===== src/rtl/face_auth_pkg.sv =====
// Shared state encoding, default geometry and threshold helper for the face-auth sequencer.
package face_auth_pkg;

  localparam int N_BITS_DEF     = 2816;
  localparam int ADDR_W_DEF     = 12;
  localparam int THRESH_PCT_DEF = 90;

  typedef enum logic [2:0] {
    FA_IDLE,
    FA_SCAN,
    FA_DRAIN,
    FA_DECIDE,
    FA_GRANTED
  } fa_state_t;

  // Right-hand side of count*100 >= pct*n_bits, evaluated as a 32-bit unsigned constant.
  function automatic logic [31:0] fa_thresh_product(input int unsigned pct, input int unsigned n_bits);
    return 32'(pct * n_bits);
  endfunction

endpackage


===== src/rtl/face_auth_sequencer_if.sv =====
// Signal bundle between the sequencer, the two LBP memories and the vend FSM.
interface face_auth_sequencer_if #(
  parameter int ADDR_W = face_auth_pkg::ADDR_W_DEF
);
  logic              start;
  logic              revoke;
  logic              rd_en;
  logic [ADDR_W-1:0] rd_addr;
  logic              user_bit;
  logic              ref_bit;
  logic              busy;
  logic              done;
  logic              granted;
  logic [ADDR_W-1:0] match_count;

  modport slave (
    input  start, revoke, user_bit, ref_bit,
    output rd_en, rd_addr, busy, done, granted, match_count
  );

  modport master (
    output start, revoke, user_bit, ref_bit,
    input  rd_en, rd_addr, busy, done, granted, match_count
  );
endinterface


===== src/rtl/lbp_match_counter.sv =====
// Counts bit-equal positions of two memory read streams, qualified by the read strobe delayed one cycle.
module lbp_match_counter
  import face_auth_pkg::*;
#(
  parameter int ADDR_W = ADDR_W_DEF
) (
  input  logic              clk,
  input  logic              reset,
  input  logic              clear,
  input  logic              valid,
  input  logic              a,
  input  logic              b,
  output logic [ADDR_W-1:0] count
);

  logic              r_valid;
  logic [ADDR_W-1:0] r_count;

  always_ff @(posedge clk or negedge reset) begin
    if (!reset) begin
      r_valid <= 1'b0;
      r_count <= '0;
    end else begin
      r_valid <= valid & ~clear;
      if (clear) begin
        r_count <= '0;
      end else if (r_valid && (a == b)) begin
        r_count <= r_count + ADDR_W'(1);
      end
    end
  end

  assign count = r_count;

endmodule


===== src/rtl/face_auth_sequencer.sv =====
// Face-recognition gate: scans user vs reference LBP bits and grants vending on a match threshold.
// Grant lifetime limit is built only when FACE_AUTH_TIMEOUT_EN is defined.
//   state   | meaning
//   IDLE    | waiting for start
//   SCAN    | issuing reads, rd_addr 0..N_BITS-1
//   DRAIN   | last read returning, no new read
//   DECIDE  | done pulse, granted shows the verdict
//   GRANTED | grant held until revoke, start or timeout
module face_auth_sequencer
  import face_auth_pkg::*;
#(
  parameter int          N_BITS         = N_BITS_DEF,
  parameter int          ADDR_W         = ADDR_W_DEF,
  parameter int          THRESH_PCT     = THRESH_PCT_DEF,
  parameter int unsigned TIMEOUT_CYCLES = 1000000
) (
  input logic                  clk,
  input logic                  reset,
  face_auth_sequencer_if.slave bus
);

  localparam logic [ADDR_W-1:0] LAST_ADDR   = ADDR_W'(N_BITS - 1);
  localparam logic [31:0]       THRESH_PROD = fa_thresh_product(THRESH_PCT, N_BITS);

  if ((64'd1 << ADDR_W) <= 64'(N_BITS)) begin : g_chk_addr_w
    $error("ADDR_W too narrow to address N_BITS");
  end
  if (TIMEOUT_CYCLES == 0) begin : g_chk_timeout
    $error("TIMEOUT_CYCLES must be nonzero");
  end

  fa_state_t         r_state, w_state_nxt;
  logic [ADDR_W-1:0] r_rd_addr, w_addr_nxt;
  logic              r_rd_en, r_busy, r_done, r_granted;
  logic              w_granted_nxt, w_clear, w_timeout, w_hit, w_pass;
  logic [ADDR_W-1:0] w_count, w_final_count;

  lbp_match_counter #(.ADDR_W(ADDR_W)) u_match (
    .clk   (clk),
    .reset (reset),
    .clear (w_clear),
    .valid (r_rd_en),
    .a     (bus.user_bit),
    .b     (bus.ref_bit),
    .count (w_count)
  );

  // In DRAIN the last returned bit is still in flight, so the verdict folds it in
  // directly; this lets granted rise in the same cycle as done.
  assign w_hit         = (bus.user_bit == bus.ref_bit);
  assign w_final_count = w_count + ADDR_W'(w_hit);
  assign w_pass        = ((32'(w_final_count) * 32'd100) >= THRESH_PROD);

`ifdef FACE_AUTH_TIMEOUT_EN
  logic [31:0] r_tmo_cnt;

  always_ff @(posedge clk or negedge reset) begin
    if (!reset) begin
      r_tmo_cnt <= '0;
    end else if (r_state != FA_GRANTED) begin
      r_tmo_cnt <= '0;
    end else begin
      r_tmo_cnt <= r_tmo_cnt + 32'd1;
    end
  end

  assign w_timeout = (r_state == FA_GRANTED) && (r_tmo_cnt == 32'(TIMEOUT_CYCLES - 1));
`else
  assign w_timeout = 1'b0;
`endif

  always_comb begin
    w_state_nxt   = r_state;
    w_addr_nxt    = r_rd_addr;
    w_granted_nxt = r_granted;
    w_clear       = 1'b0;
    case (r_state)
      FA_IDLE: begin
        if (bus.start) begin
          w_state_nxt   = FA_SCAN;
          w_addr_nxt    = '0;
          w_granted_nxt = 1'b0;
          w_clear       = 1'b1;
        end
      end
      FA_SCAN: begin
        if (r_rd_addr == LAST_ADDR) begin
          w_state_nxt = FA_DRAIN;
        end else begin
          w_addr_nxt = r_rd_addr + ADDR_W'(1);
        end
      end
      FA_DRAIN: begin
        w_state_nxt   = FA_DECIDE;
        w_granted_nxt = w_pass;
      end
      FA_DECIDE: begin
        w_state_nxt = r_granted ? FA_GRANTED : FA_IDLE;
      end
      FA_GRANTED: begin
        if (bus.start) begin
          w_state_nxt   = FA_SCAN;
          w_addr_nxt    = '0;
          w_granted_nxt = 1'b0;
          w_clear       = 1'b1;
        end else if (bus.revoke || w_timeout) begin
          w_state_nxt   = FA_IDLE;
          w_granted_nxt = 1'b0;
        end
      end
      default: begin
        w_state_nxt   = FA_IDLE;
        w_granted_nxt = 1'b0;
      end
    endcase
  end

  always_ff @(posedge clk or negedge reset) begin
    if (!reset) begin
      r_state   <= FA_IDLE;
      r_rd_addr <= '0;
      r_rd_en   <= 1'b0;
      r_busy    <= 1'b0;
      r_done    <= 1'b0;
      r_granted <= 1'b0;
    end else begin
      r_state   <= w_state_nxt;
      r_rd_addr <= w_addr_nxt;
      r_rd_en   <= (w_state_nxt == FA_SCAN);
      r_busy    <= (w_state_nxt == FA_SCAN) || (w_state_nxt == FA_DRAIN) ||
                   (w_state_nxt == FA_DECIDE);
      r_done    <= (w_state_nxt == FA_DECIDE);
      r_granted <= w_granted_nxt;
    end
  end

  assign bus.rd_en       = r_rd_en;
  assign bus.rd_addr     = r_rd_addr;
  assign bus.busy        = r_busy;
  assign bus.done        = r_done;
  assign bus.granted     = r_granted;
  assign bus.match_count = w_count;

endmodule

===== src/flat_wrapper.sv =====
// flat-port wrapper written by rule: the top's interface ports become plain ports
module face_auth_sequencer_flat import face_auth_pkg::*;
#(
  parameter int          N_BITS         = N_BITS_DEF,
  parameter int          ADDR_W         = ADDR_W_DEF,
  parameter int          THRESH_PCT     = THRESH_PCT_DEF,
  parameter int unsigned TIMEOUT_CYCLES = 1000000
)
  (clk, reset, bus_start, bus_revoke, bus_user_bit, bus_ref_bit, bus_rd_en, bus_rd_addr, bus_busy, bus_done, bus_granted, bus_match_count);
  face_auth_sequencer_if #(.ADDR_W(ADDR_W)) bus_i ();
  input logic clk;
  input logic reset;
  input wire logic [$bits(bus_i.start)-1:0] bus_start;
  input wire logic [$bits(bus_i.revoke)-1:0] bus_revoke;
  input wire logic [$bits(bus_i.user_bit)-1:0] bus_user_bit;
  input wire logic [$bits(bus_i.ref_bit)-1:0] bus_ref_bit;
  output wire logic [$bits(bus_i.rd_en)-1:0] bus_rd_en;
  output wire logic [$bits(bus_i.rd_addr)-1:0] bus_rd_addr;
  output wire logic [$bits(bus_i.busy)-1:0] bus_busy;
  output wire logic [$bits(bus_i.done)-1:0] bus_done;
  output wire logic [$bits(bus_i.granted)-1:0] bus_granted;
  output wire logic [$bits(bus_i.match_count)-1:0] bus_match_count;
  assign bus_i.start = bus_start;
  assign bus_i.revoke = bus_revoke;
  assign bus_i.user_bit = bus_user_bit;
  assign bus_i.ref_bit = bus_ref_bit;
  assign bus_rd_en = bus_i.rd_en;
  assign bus_rd_addr = bus_i.rd_addr;
  assign bus_busy = bus_i.busy;
  assign bus_done = bus_i.done;
  assign bus_granted = bus_i.granted;
  assign bus_match_count = bus_i.match_count;
  face_auth_sequencer #(.N_BITS(N_BITS), .ADDR_W(ADDR_W), .THRESH_PCT(THRESH_PCT), .TIMEOUT_CYCLES(TIMEOUT_CYCLES)) u_core (.clk(clk), .reset(reset), .bus(bus_i));
endmodule

===== config.mk =====
export PLATFORM = sky130hd
export DESIGN_NAME = face_auth_sequencer_flat
export DESIGN_NICKNAME = d
export VERILOG_FILES = /design/src/rtl/face_auth_pkg.sv /design/src/rtl/face_auth_sequencer_if.sv /design/src/rtl/lbp_match_counter.sv /design/src/rtl/face_auth_sequencer.sv /design/src/flat_wrapper.sv
export SDC_FILE = /design/constraint.sdc
export NUM_CORES = 1
export LEC_CHECK = 0
export BUFFER_PORTS_ARGS = -buffer_cell sky130_fd_sc_hd__buf_2
export CAP_MARGIN = 15
export CORE_MARGIN = 2
export CORE_UTILIZATION = 40
export CTS_BUF_LIST = sky130_fd_sc_hd__clkbuf_8
export DETAILED_ROUTE_END_ITERATION = 16
export PLACE_DENSITY = 0.55
export SLEW_MARGIN = 10
export SYNTH_ARGS = -nofsm -noshare
export SYNTH_HDL_FRONTEND = slang
export SYNTH_SLANG_ARGS = --single-unit

===== constraint.sdc =====
create_clock -name clk -period 10.3 [get_ports clk]
set_input_delay 2.06 -clock clk [delete_from_list [all_inputs] [get_ports clk]]
set_output_delay 2.06 -clock clk [all_outputs]
set_load 0.05 [all_outputs]

==> flow_metrics.env <==
export IMPL_r2r_end="u_core.bus.granted"
export IMPL_critPathArrivalTime_ps=6530
export IMPL_initialDrtViolationCount=47
export IMPL_grt_pass1_vias=2376
export IMPL_path_buf_inv=3
export IMPL_reg2reg_from="u_core.u_match.count[0]"
export IMPL_ir_worst_vdd_mv=0.146
export IMPL_synthTopCellsByArea="dfrtp_1 27%, ha_1 19%, xnor2_1 5.0%"
export IMPL_grt_max_degree=33
export IMPL_synthFlopType="dfrtp_1"
export IMPL_slowest_delay_ps=520
export IMPL_dieArea_um2=8090
export IMPL_drc=0
export IMPL_io_pins=34
export IMPL_skew_ps=6.39
export IMPL_hold_buffers=0
export IMPL_synth_edf_count=0
export IMPL_fin_cells=465
export IMPL_wirelength_um=6020
export IMPL_worst_path_stages=20
export IMPL_finalSetupViolCount=0
export IMPL_track_usage_pct=16.0
export IMPL_drive_above_1_share_pct=14.2
export IMPL_synth_top_cell_by_area="dfrtp_1"
export IMPL_synthArstFlopShare_pct=100
export IMPL_min_period_ps=6310
export IMPL_worstRegToRegCells=18
export IMPL_hold_depth=1
export IMPL_numCtsBuffers=5
export IMPL_cts_root_buf="clkbuf_8"
export IMPL_start_util_pct=40.9
export IMPL_crit_type="in -> reg"
export IMPL_maxSlewViolCount=0
export IMPL_critPathLaunchType="input pin"
export IMPL_crit_fanout=7
export IMPL_power_leakage_nw=1.61
export IMPL_ant_nets=0
export IMPL_synth_cell_types=52
export IMPL_htree_num_levels=2
export IMPL_clock_path_buffers=2
export IMPL_clkTransAtPathRegs_ps=70
export IMPL_grt_pass1_wl_um=10800
export IMPL_ys_ff_latch=32
export IMPL_min_from="u_core.bus.rd_en"
export IMPL_insertion_delay_ps=290
export IMPL_outcome="completed"
export IMPL_cts_resized=0
export IMPL_die_height_um=89.9
export IMPL_maxCapViolations=0
export IMPL_n_antenna_cell=0
export IMPL_antenna_found_initial=0
export IMPL_place_gp_congestion=0.758
export IMPL_cp_top_family="adder cells"
export IMPL_rows=31
export IMPL_syn_avg_cell_area_um2=8.81
export IMPL_vias_per_cell=5.10
export IMPL_cp_required_ps=10510
export IMPL_hold_path_class="reg -> reg"
export IMPL_hpwl_um=4720
export IMPL_drt_first_pass_iters=4
export IMPL_synth_most_common_cell="ha_1"
export IMPL_rsz0062_at_grt="no"
export IMPL_overflow=0
export IMPL_timing_final_hold_violations=0
export IMPL_relSlewSlack_pct=52.0
export IMPL_max_slew_worst_pin_slew_ps=721
export IMPL_cpMaxStageDelayCell="fa_1"
export IMPL_synthCells=335
export IMPL_timing_fmax_mhz=158
export IMPL_port_buffers=33
export IMPL_power_density_nw_per_um2=262
export IMPL_cts_tree="done"
export IMPL_core_um2=7210
export IMPL_post_cts_buffers=0
export IMPL_min_to="u_core.u_match.r_valid"
export IMPL_synth_common_cells="44 x ha_1, 39 x inv_1, 32 x dfrtp_1, 31 x nor2_1, 21 x a21oi_1"
export IMPL_dp_cells=458
export IMPL_die_w_um=89.9
export IMPL_ys_seq_area_share_pct=27.1
export IMPL_cpMostUsedCell="ha_1"
export IMPL_tns_ps=0
export IMPL_ys_warn_count=0
export IMPL_fin_nets=422
export IMPL_synth_net_count=391
export IMPL_vias=2373
export IMPL_cp_end_kind="flop"
export IMPL_area_growth_pct=11.5
export IMPL_syn_cell_area_um2=2950
export IMPL_r2r_slack_ps=5630
export IMPL_p_total_w=0.000863
export IMPL_yosysTopAreaCellShare_pct=27.1
export IMPL_drt_wirelength_per_cell_um=13.0
export IMPL_fin_crit_sh_pct=61.3
export IMPL_cp_cell_sequence="buf_2 > xnor2_1 > ha_1 > ha_1 > nand3_1 > nor2_1 > xor2_1 > ha_1 > ha_1 > inv_1 > fa_1 > inv_1 > ha_1 > a21oi_1 > and3_1 > a211oi_2 > or4_1 > nand4_1 > a221o_1 > o211ai_2"
export IMPL_clock_sinks=32
==> flip-flops by register name, summed over array words and instances (netlist names) <==
register	flops
u_core.bus.rd_addr	12
u_core.bus.granted	1
u_core.u_match.count	12
u_core.r_state	3
u_core.u_match.r_valid	1
u_core.bus.done	1
u_core.bus.busy	1
u_core.bus.rd_en	1
==> worst max-delay path by stage <==
stage | start | end | slack [ps]
floorplan | bus_ref_bit | u_core.bus.granted | 4140
global placement | bus_ref_bit | u_core.bus.granted | 3790
detailed placement | bus_ref_bit | u_core.bus.granted | 3680
CTS | bus_ref_bit | u_core.bus.granted | 3970
global route | bus_ref_bit | u_core.bus.granted | 3610
finish | bus_ref_bit | u_core.bus.granted | 3990
==> power breakdown <==
| part | switching (W) | internal, W |
|---|---|---|
| logic | 0.000367 | 0.000236 |
| clock network | 0.0000472 | 0.0000457 |
| registers | 0.0000288 | 0.000138 |
| total | 0.000443 | 0.000419 |
==> worst reg2reg max path, stage by stage, from the launching register on <==
cell	delay, ps
dfrtp_1	440
ha_1	250
ha_1	250
nand3_1	190
nor2_1	240
xor2_1	280
ha_1	280
ha_1	270
inv_1	50
fa_1	520
inv_1	40
ha_1	370
a21oi_1	120
and3_1	210
a211oi_2	310
or4_1	150
nand4_1	90
a221o_1	380
o211ai_2	140
==> logic make-up after synthesis <==
group | share of synthesized area [%]
AOI/OAI and AO/OA | 14.0
xor gates and xnor gates | 10.1
adders and majority gates | 22.7
buffers and inverters | 6.23
DFF | 27.1
muxes | 1.74
and+or+nand+nor | 18.1
==> routing by layer <==
layer	vias up	GRT usage [%]	part of all wire (%)	routed length [um]
met5	-	0	0	0
met4	0	4.23	1.2	73
met3	6	2.77	2.9	174
met2	27	27.3	47	2850
met1	1127	21.0	49	2920
li1	1213	-	-	-
==> stage by stage <==
| step | instance area, um2 | hold WS, ps | worst slack [ps] | utilization [%] |
|---|---|---|---|---|
| final | 3290 | 500 | 3990 | 45.6 |
| after global routing | 3290 | 544 | 3610 | 45.6 |
| after CTS | 3290 | 502 | 3970 | 45.6 |
| after detailed placement | 3210 | 477 | 3680 | 44.5 |
| after global placement | 3210 | 479 | 3790 | 44.5 |
| after floorplan | 2950 | 443 | 4140 | - |
==> placed cells by master (no fill, tap or decap), types with 4 or more instances in the layout <==
cell,netlist,layout
nor3_1,5,5
nand2_1,17,17
nand3_1,12,12
mux2i_1,4,4
o21ai_0,15,15
inv_1,39,39
a21oi_1,21,21
nor2_1,31,31
dfrtp_1,32,32
nand4_1,7,7
and3_1,4,4
ha_1,44,44
xnor2_1,17,17
or3_1,10,10
buf_2,0,33
xor2_1,17,17
clkbuf_8,0,5
fa_1,6,6
==> final cells by class <==
class	instances	area (um2)
inverters	39	146
multi-input cells	254	1970
well taps	99	124
fillers	753	3920
clock buffers	5	68.8
clock inverters	2	12.5
repair buffers	34	173
flip-flops and latches	32	801
No activity file was read; power rests on OpenSTA's default activity.
